[config.mk]
export PLATFORM = sky130hd
export DESIGN_NAME = hazard_scoreboard
export DESIGN_NICKNAME = d
export VERILOG_FILES = /design/src/rtl/hazard_scoreboard.sv
export SDC_FILE = /design/constraint.sdc
export NUM_CORES = 1
export LEC_CHECK = 0
export BUFFER_PORTS_ARGS = -buffer_cell sky130_fd_sc_hd__buf_4
export CAP_MARGIN = 10
export CORE_MARGIN = 3
export CORE_UTILIZATION = 56
export DETAILED_ROUTE_END_ITERATION = 8
export PLACE_DENSITY = 0.86
export REMOVE_ABC_BUFFERS = 1
export SYNTH_ARGS = -nofsm -noshare
export SYNTH_HDL_FRONTEND = slang
export SYNTH_SLANG_ARGS = --single-unit
[constraint.sdc]
create_clock -name clk -period 4.9 [get_ports clk]
set_input_delay 0.735 -clock clk [delete_from_list [all_inputs] [get_ports clk]]
set_output_delay 0.735 -clock clk [all_outputs]
set_load 0.01 [all_outputs]
[src/rtl/hazard_scoreboard.sv]
// ============================================================================
// Module   : hazard_scoreboard
// Brief    : Per-register countdown scoreboard that stalls ID on RAW/WAW
//            hazards and freezes the front end while data memory is busy.
//            Optional stall/freeze counters: define HAZARD_STALL_CNT_EN.
// Revision : 1.0 - initial release
// ============================================================================
`default_nettype none

module hazard_scoreboard #(
  parameter int NREG     = 32,
  parameter int RW       = 5,
  parameter int ALU_LAT  = 0,
  parameter int LOAD_LAT = 1,
  parameter int CW       = 3
) (
  input  logic          clk,
  input  logic          rst,
  input  logic          id_valid,
  input  logic [RW-1:0] id_rs,
  input  logic [RW-1:0] id_rt,
  input  logic          id_uses_rt,
  input  logic [RW-1:0] id_rd,
  input  logic          id_reg_write,
  input  logic          id_is_load,
  input  logic          id_flush,
  input  logic          mem_busy,
  output logic          pc_write,
  output logic          if_id_write,
  output logic          id_bubble,
  output logic [1:0]    hz_state
`ifdef HAZARD_STALL_CNT_EN
  ,
  output logic [31:0]   stall_cycles,
  output logic [31:0]   freeze_cycles
`endif
);

  localparam logic [CW-1:0] ALU_L  = CW'(ALU_LAT);
  localparam logic [CW-1:0] LOAD_L = CW'(LOAD_LAT);

  typedef enum logic [1:0] {
    ST_RUN    = 2'd0,
    ST_HAZ    = 2'd1,
    ST_FREEZE = 2'd2
  } state_t;

  state_t state_q;
  state_t state_nxt;

  logic [CW-1:0] cnt [NREG];
  logic [CW-1:0] cnt_rs;
  logic [CW-1:0] cnt_rt;
  logic [CW-1:0] cnt_rd;
  logic [CW-1:0] lat;
  logic          live;
  logic          raw;
  logic          waw;
  logic          hz;
  logic          issue;
  logic          mark;

  // Indices at or above NREG (and r0) read as idle.
  always_comb begin
    cnt_rs = '0;
    cnt_rt = '0;
    cnt_rd = '0;
    if (id_rs != '0 && int'(id_rs) < NREG) cnt_rs = cnt[id_rs];
    if (id_rt != '0 && int'(id_rt) < NREG) cnt_rt = cnt[id_rt];
    if (id_rd != '0 && int'(id_rd) < NREG) cnt_rd = cnt[id_rd];
  end

  assign lat   = id_is_load ? LOAD_L : ALU_L;
  assign live  = id_valid & ~id_flush;
  assign raw   = live & ((cnt_rs != '0) | (id_uses_rt & (cnt_rt != '0)));
  assign waw   = live & id_reg_write & (id_rd != '0) & (cnt_rd > lat);
  assign hz    = raw | waw;
  assign issue = live & ~hz & ~mem_busy;
  assign mark  = issue & id_reg_write & (id_rd != '0);

  always_ff @(posedge clk or negedge rst) begin
    if (!rst) begin
      for (int r = 0; r < NREG; r++) cnt[r] <= '0;
    end else if (!mem_busy) begin
      for (int r = 0; r < NREG; r++) begin
        if (r == 0)
          cnt[r] <= '0;
        else if (mark && int'(id_rd) == r)
          cnt[r] <= lat;
        else if (cnt[r] != '0)
          cnt[r] <= cnt[r] - CW'(1);
      end
    end
  end

  always_ff @(posedge clk or negedge rst) begin
    if (!rst) state_q <= ST_RUN;
    else      state_q <= state_nxt;
  end

  // Enables are forced open while reset is held, independent of the inputs.
  always_comb begin
    state_nxt   = ST_RUN;
    pc_write    = 1'b1;
    if_id_write = 1'b1;
    id_bubble   = 1'b0;
    if (mem_busy)  state_nxt = ST_FREEZE;
    else if (hz)   state_nxt = ST_HAZ;
    if (rst) begin
      if (mem_busy) begin
        pc_write    = 1'b0;
        if_id_write = 1'b0;
      end else if (hz) begin
        pc_write    = 1'b0;
        if_id_write = 1'b0;
        id_bubble   = 1'b1;
      end
    end
  end

  assign hz_state = state_q;

`ifdef HAZARD_STALL_CNT_EN
  always_ff @(posedge clk or negedge rst) begin
    if (!rst) begin
      stall_cycles  <= '0;
      freeze_cycles <= '0;
    end else begin
      if (hz && !mem_busy) stall_cycles  <= stall_cycles + 32'd1;
      if (mem_busy)        freeze_cycles <= freeze_cycles + 32'd1;
    end
  end
`endif

endmodule

`default_nettype wire

---- Word-level counts from Yosys, hierarchy flattened ----
Index checks and enable logic that the tools add are counted.
word-level totals
  logic and storage cells ................. 328
  bits in registers ....................... 95
  output and inout bits ................... 5
operators by class
  add/sub/neg operators ................... 31
  reductions and logical operators ........ 129
  order comparisons ....................... 4
  eq/ne operators ......................... 31
  bitwise logic cells ..................... 18
  mux-type cells .......................... 83
operators by type and width
  kind                                                       number
  two-way mux 3 bit                                          71
  nonzero test 3 bit                                         33
  subtractor 3 x 1 -> 3 bit (second input constant)          31
  equality test 5 bit (second input constant)                16
  AND reduction 2 bit                                        31
  nonzero test 2 bit                                         31
  binary-select mux 3 bit (select 5 bit)                     3
  equality test 5 x 4 -> 1 bit (second input constant)       8
  logical AND 1 bit                                          31
  equality test 5 x 3 -> 1 bit (second input constant)       4
  greater-or-equal comparator 6 bit (second input constant)  3
  inverter 5 -> 6 bit                                        3
  nonzero test 5 bit                                         3
  AND 1 bit                                                  10
  equality test 5 x 2 -> 1 bit (second input constant)       2
  two-way mux 1 bit                                          8
  equality test 5 x 1 -> 1 bit (second input constant)       1
  > comparator 3 x 1 -> 1 bit                                1
  inverter 1 bit                                             3
  two-way mux 2 bit                                          1
  OR 1 bit                                                   2

---- Longest topological paths before layout ----
  depth in word-level cells ............... 18
  depth in mapped cells ................... 17
  gate-level depth less buffers ........... 13

---- Least setup slack after synthesis ----
Ideal clock, no wire load.
  path kind ............................... input port to output port
  start ................................... input id_rd[1]
  end ..................................... output pc_write
  stages on the path ...................... 15
  required time ........................... 4.165 ns
  arrival ................................. 4.207 ns
  slack ................................... -0.042 ns
  cells stage by stage .................... buf_2 -> clkbuf_1 -> buf_1 -> mux4_2 -> mux4_2 -> mux2i_1 -> ha_1 -> nor2_1 -> a311o_1 -> a211oi_1 -> a31oi_1 -> o31ai_2 -> a21boi_0 -> a21bo_2 -> buf_4
between the ends
  longest elaborated chain between the ends .. 11
  elaborated cells on any way between the ends .. 13
  those cells by class .................... 1 x order compare; 7 x mux; 4 x bitwise; 1 x reduce/logical
RTL lines
  item                                                   line  text
  start, declared                                        23    input logic [RW-1:0] id_rd,
  inverter 5 -> 6 bit (not written as such)              70    if (id_rd != '0 && int'(id_rd) < NREG) cnt_rd = cnt[id_rd];
  binary-select mux 3 bit (select 5 bit)                 70
  two-way mux 3 bit (not written as such) (2 in series)  70
  two-way mux 3 bit                                      70
  > comparator 3 x 1 -> 1 bit                            76    assign waw = live & id_reg_write & (id_rd != '0) & (cnt_rd > lat);
  AND 1 bit *                                            76
  OR 1 bit *                                             77    assign hz = raw | waw;
  two-way mux 1 bit * (3 in series)                      -
  end, declared                                          28    output logic pc_write,
Every way passes the cells marked *; elsewhere a longest branch is shown, timed or not. The select of a mux whose other input is x is not followed.

---- Final worst setup path ----
  start ................................... input id_rd[1]
  end ..................................... output pc_write
between the ends
  longest elaborated chain between the ends .. 11
  elaborated cells on any way between the ends .. 13
  those cells by class .................... 1 x order compare; 7 x mux; 4 x bitwise; 1 x reduce/logical
RTL lines
  item                                                   line  text
  inverter 5 -> 6 bit (not written as such)              70
  binary-select mux 3 bit (select 5 bit)                 70
  two-way mux 3 bit (not written as such) (2 in series)  70
  two-way mux 3 bit                                      70
  > comparator 3 x 1 -> 1 bit                            76
  AND 1 bit *                                            76
  OR 1 bit *                                             77
  two-way mux 1 bit *                                    113   end else if (hz) begin
  two-way mux 1 bit *                                    110   if (mem_busy) begin
  two-way mux 1 bit *                                    109   if (rst) begin
Marks and branches as above.

==> impl_metrics.env <==
export IMPL_status="finished clean"
export IMPL_cts_tree="built"
export IMPL_synth_edf_count=0
export IMPL_clock_sinks=95
export IMPL_die_area_sq_um=15200
export IMPL_yosysMostFrequentCell="inv_1"
export IMPL_grt_use_total_pct=31.2
export IMPL_synth_seq_cells=95
export IMPL_clock_path_buffers=2
export IMPL_drt_iter0_drc=1027
export IMPL_drive_gt1_share_pct=11.6
export IMPL_start_kind="input port"
export IMPL_fin_setup_tns_ps=0
export IMPL_area_growth_pct=6.81
export IMPL_grt_ovfl_total=0
export IMPL_start_util_pct=57.7
export IMPL_ir_drop_mv=0.228
export IMPL_insertion_delay_ps=370
export IMPL_syn_area_sq_um=7700
export IMPL_min_period_ps=4770
export IMPL_timing_final_crit_share_pct=97.3
export IMPL_setup_viol=0
export IMPL_yosysWarnings=0
export IMPL_worst_slack_ps=132
export IMPL_grt_pass1_vias=6969
export IMPL_critPathCaptureType="primary output"
export IMPL_max_freq_mhz=210
export IMPL_synth_top_area_share_pct=30.9
export IMPL_cp_required_ps=4160
export IMPL_clockRootBuffer="clkbuf_16"
export IMPL_die_width_um=123
export IMPL_synth_largest_area_cell="dfrtp_1"
export IMPL_crit_start="id_rd[1]"
export IMPL_synth_area_per_cell_sq_um=8.68
export IMPL_dr_pass1_iters=6
export IMPL_netlist_top_cells_area="dfrtp_1 (31%), ha_1 (10%), o41ai_1 (7.3%), inv_1 (4.7%), nor3_1 (4.4%)"
export IMPL_holdCritPathClass="input port to async pin"
export IMPL_htreeDepth=3
export IMPL_die_h_um=123
export IMPL_route_met3_wl_um=2580
export IMPL_place_ws_ps=205
export IMPL_reg2reg_from="cnt[21]"
export IMPL_synth_common_cells="inv_1 (96), dfrtp_1 (95), nor2_1 (69), nor3_1 (67), o21ai_0 (67)"
export IMPL_top_layer_used="met4"
export IMPL_grt_pass1_wl_um=36500
export IMPL_wl_per_cell_um=21.5
export IMPL_rsz0062_at_grt="false"
export IMPL_fin_skew_ps=11.0
export IMPL_yosysUniqueCellTypes=68
export IMPL_antenna_found_initial=0
export IMPL_slew_violations=0
export IMPL_crit_arrival_ps=4030
export IMPL_place_congestion=1.00
export IMPL_power_density_nw_per_um2=562
export IMPL_core_area_sq_um=13300
export IMPL_post_cts_resized=0
export IMPL_grt_max_degree=95
export IMPL_wl_met2_um=10000
export IMPL_yosysSeqAreaShare_pct=30.9
export IMPL_tightest_slew_ps=947
export IMPL_postCtsSetupRepairBufs=0
export IMPL_wirelength_um=22700
export IMPL_path_class="input port to primary output"
export IMPL_hold_violations=0
export IMPL_cp_max_fo=28
export IMPL_n_antenna_cell=0
export IMPL_hpwl_um=15800
export IMPL_leakage_uw=0.00332
export IMPL_layout_nets=962
export IMPL_port_buffers=27
export IMPL_ioPinCount=28
export IMPL_reg2reg_slack_ps=1110
export IMPL_path_clk_slew_ps=70
export IMPL_maxSlewHeadroom_pct=36.7
export IMPL_drc=0
export IMPL_syn_inst=887
export IMPL_synthFlopType="dfrtp_1"
export IMPL_ant_nets=0
export IMPL_wl_met1_um=8840
export IMPL_drv_cap=0
export IMPL_vias=7438
export IMPL_fp_row_count=42
export IMPL_viasPerCell=7.04
export IMPL_numCtsBuffers=9
export IMPL_fill_cells=1146
export IMPL_async_flop_share_pct=100
export IMPL_cts_hold_buf=0
-- where the power goes --
group | switching, uW | internal [uW] | total, uW
Combinational | 1160 | 1020 | 2180
Clock | 324 | 394 | 718
Sequential | 545 | 1180 | 1720
-- stage by stage --
| stage | instance area [sq um] | power [uW] | std cells | hold WS, ps | util (%) |
|---|---|---|---|---|---|
| floorplan | 7420 | 3170 | 827 | 439 | - |
| global placement | 7930 | 3740 | 1041 | 515 | 59.4 |
| detailed placement | 7930 | 3850 | 1041 | 539 | 59.4 |
| CTS | 8220 | 4580 | 1057 | 356 | 61.6 |
| global route | 8220 | 5020 | 1057 | 372 | 61.6 |
| finish | 8220 | 4620 | 1057 | 334 | 61.6 |
-- worst max-delay path: stages --
cell,delay [ps]
buf_4,270
mux4_2,550
mux4_2,450
mux2i_1,150
ha_1,180
nor2_1,50
a311o_1,330
a211oi_1,260
a31oi_1,150
o31ai_2,140
a21boi_0,420
a21bo_2,230
buf_4,120
-- state kept, by name, indices dropped and copies added, names as in the netlist --
signal    cells
cnt          93
hz_state      2
-- routing by layer --
| metal | GRT usage (%) | vias to the layer above |
|---|---|---|
| met5 | 0 | - |
| met4 | 15.7 | 0 |
| met3 | 8.28 | 108 |
| met2 | 48.6 | 448 |
| met1 | 40.1 | 3527 |
| li1 | - | 3355 |
-- final timing paths --
kind,end,cells past startpoint
worst max-delay path,pc_write,13
worst min-delay path,cnt[86],1
worst max register to register,cnt[0],13
worst min register to register,cnt[85],2
max in group asynchronous,cnt[16],2
min in group clk,cnt[85],2
-- cells by family (layout without fill, tap and decap cells) --
logic type | after synthesis | after routing | share of synthesized area (%)
simple gates | 302 | 302 | 22.5
mux | 14 | 14 | 3.67
buf+inv | 158 | 152 | 8.31
compound gates | 255 | 255 | 24.4
flops | 95 | 95 | 30.9
fa+ha+maj | 63 | 63 | 10.2
-- placed cells by master (no fill, tap or decap), types with 23 or more instances in the layout --
cell type  netlist  final
o41ai_1         64     64
buf_4            3     38
nor3_1          67     67
o22ai_1         23     23
nor2_1          69     69
ha_1            63     63
nor2b_1         36     36
dfrtp_1         95     95
o21ai_0         67     67
inv_1           96     96
nand2_1         30     30
-- cell type report --
cell class / instances / area (sq um) / area share, %
Timing Repair Buffer: 38 / 285 / 3.47
Multi-Input combinational cell: 634 / 4680 / 56.9
Clock buffer: 10 / 229 / 2.79
Tap cell: 176 / 220 / 2.68
Inverter: 98 / 368 / 4.47
Sequential cell: 95 / 2380 / 28.9
Clock inverter: 6 / 61.3 / 0.746
Note: power is estimated with default switching activity, not from simulation.
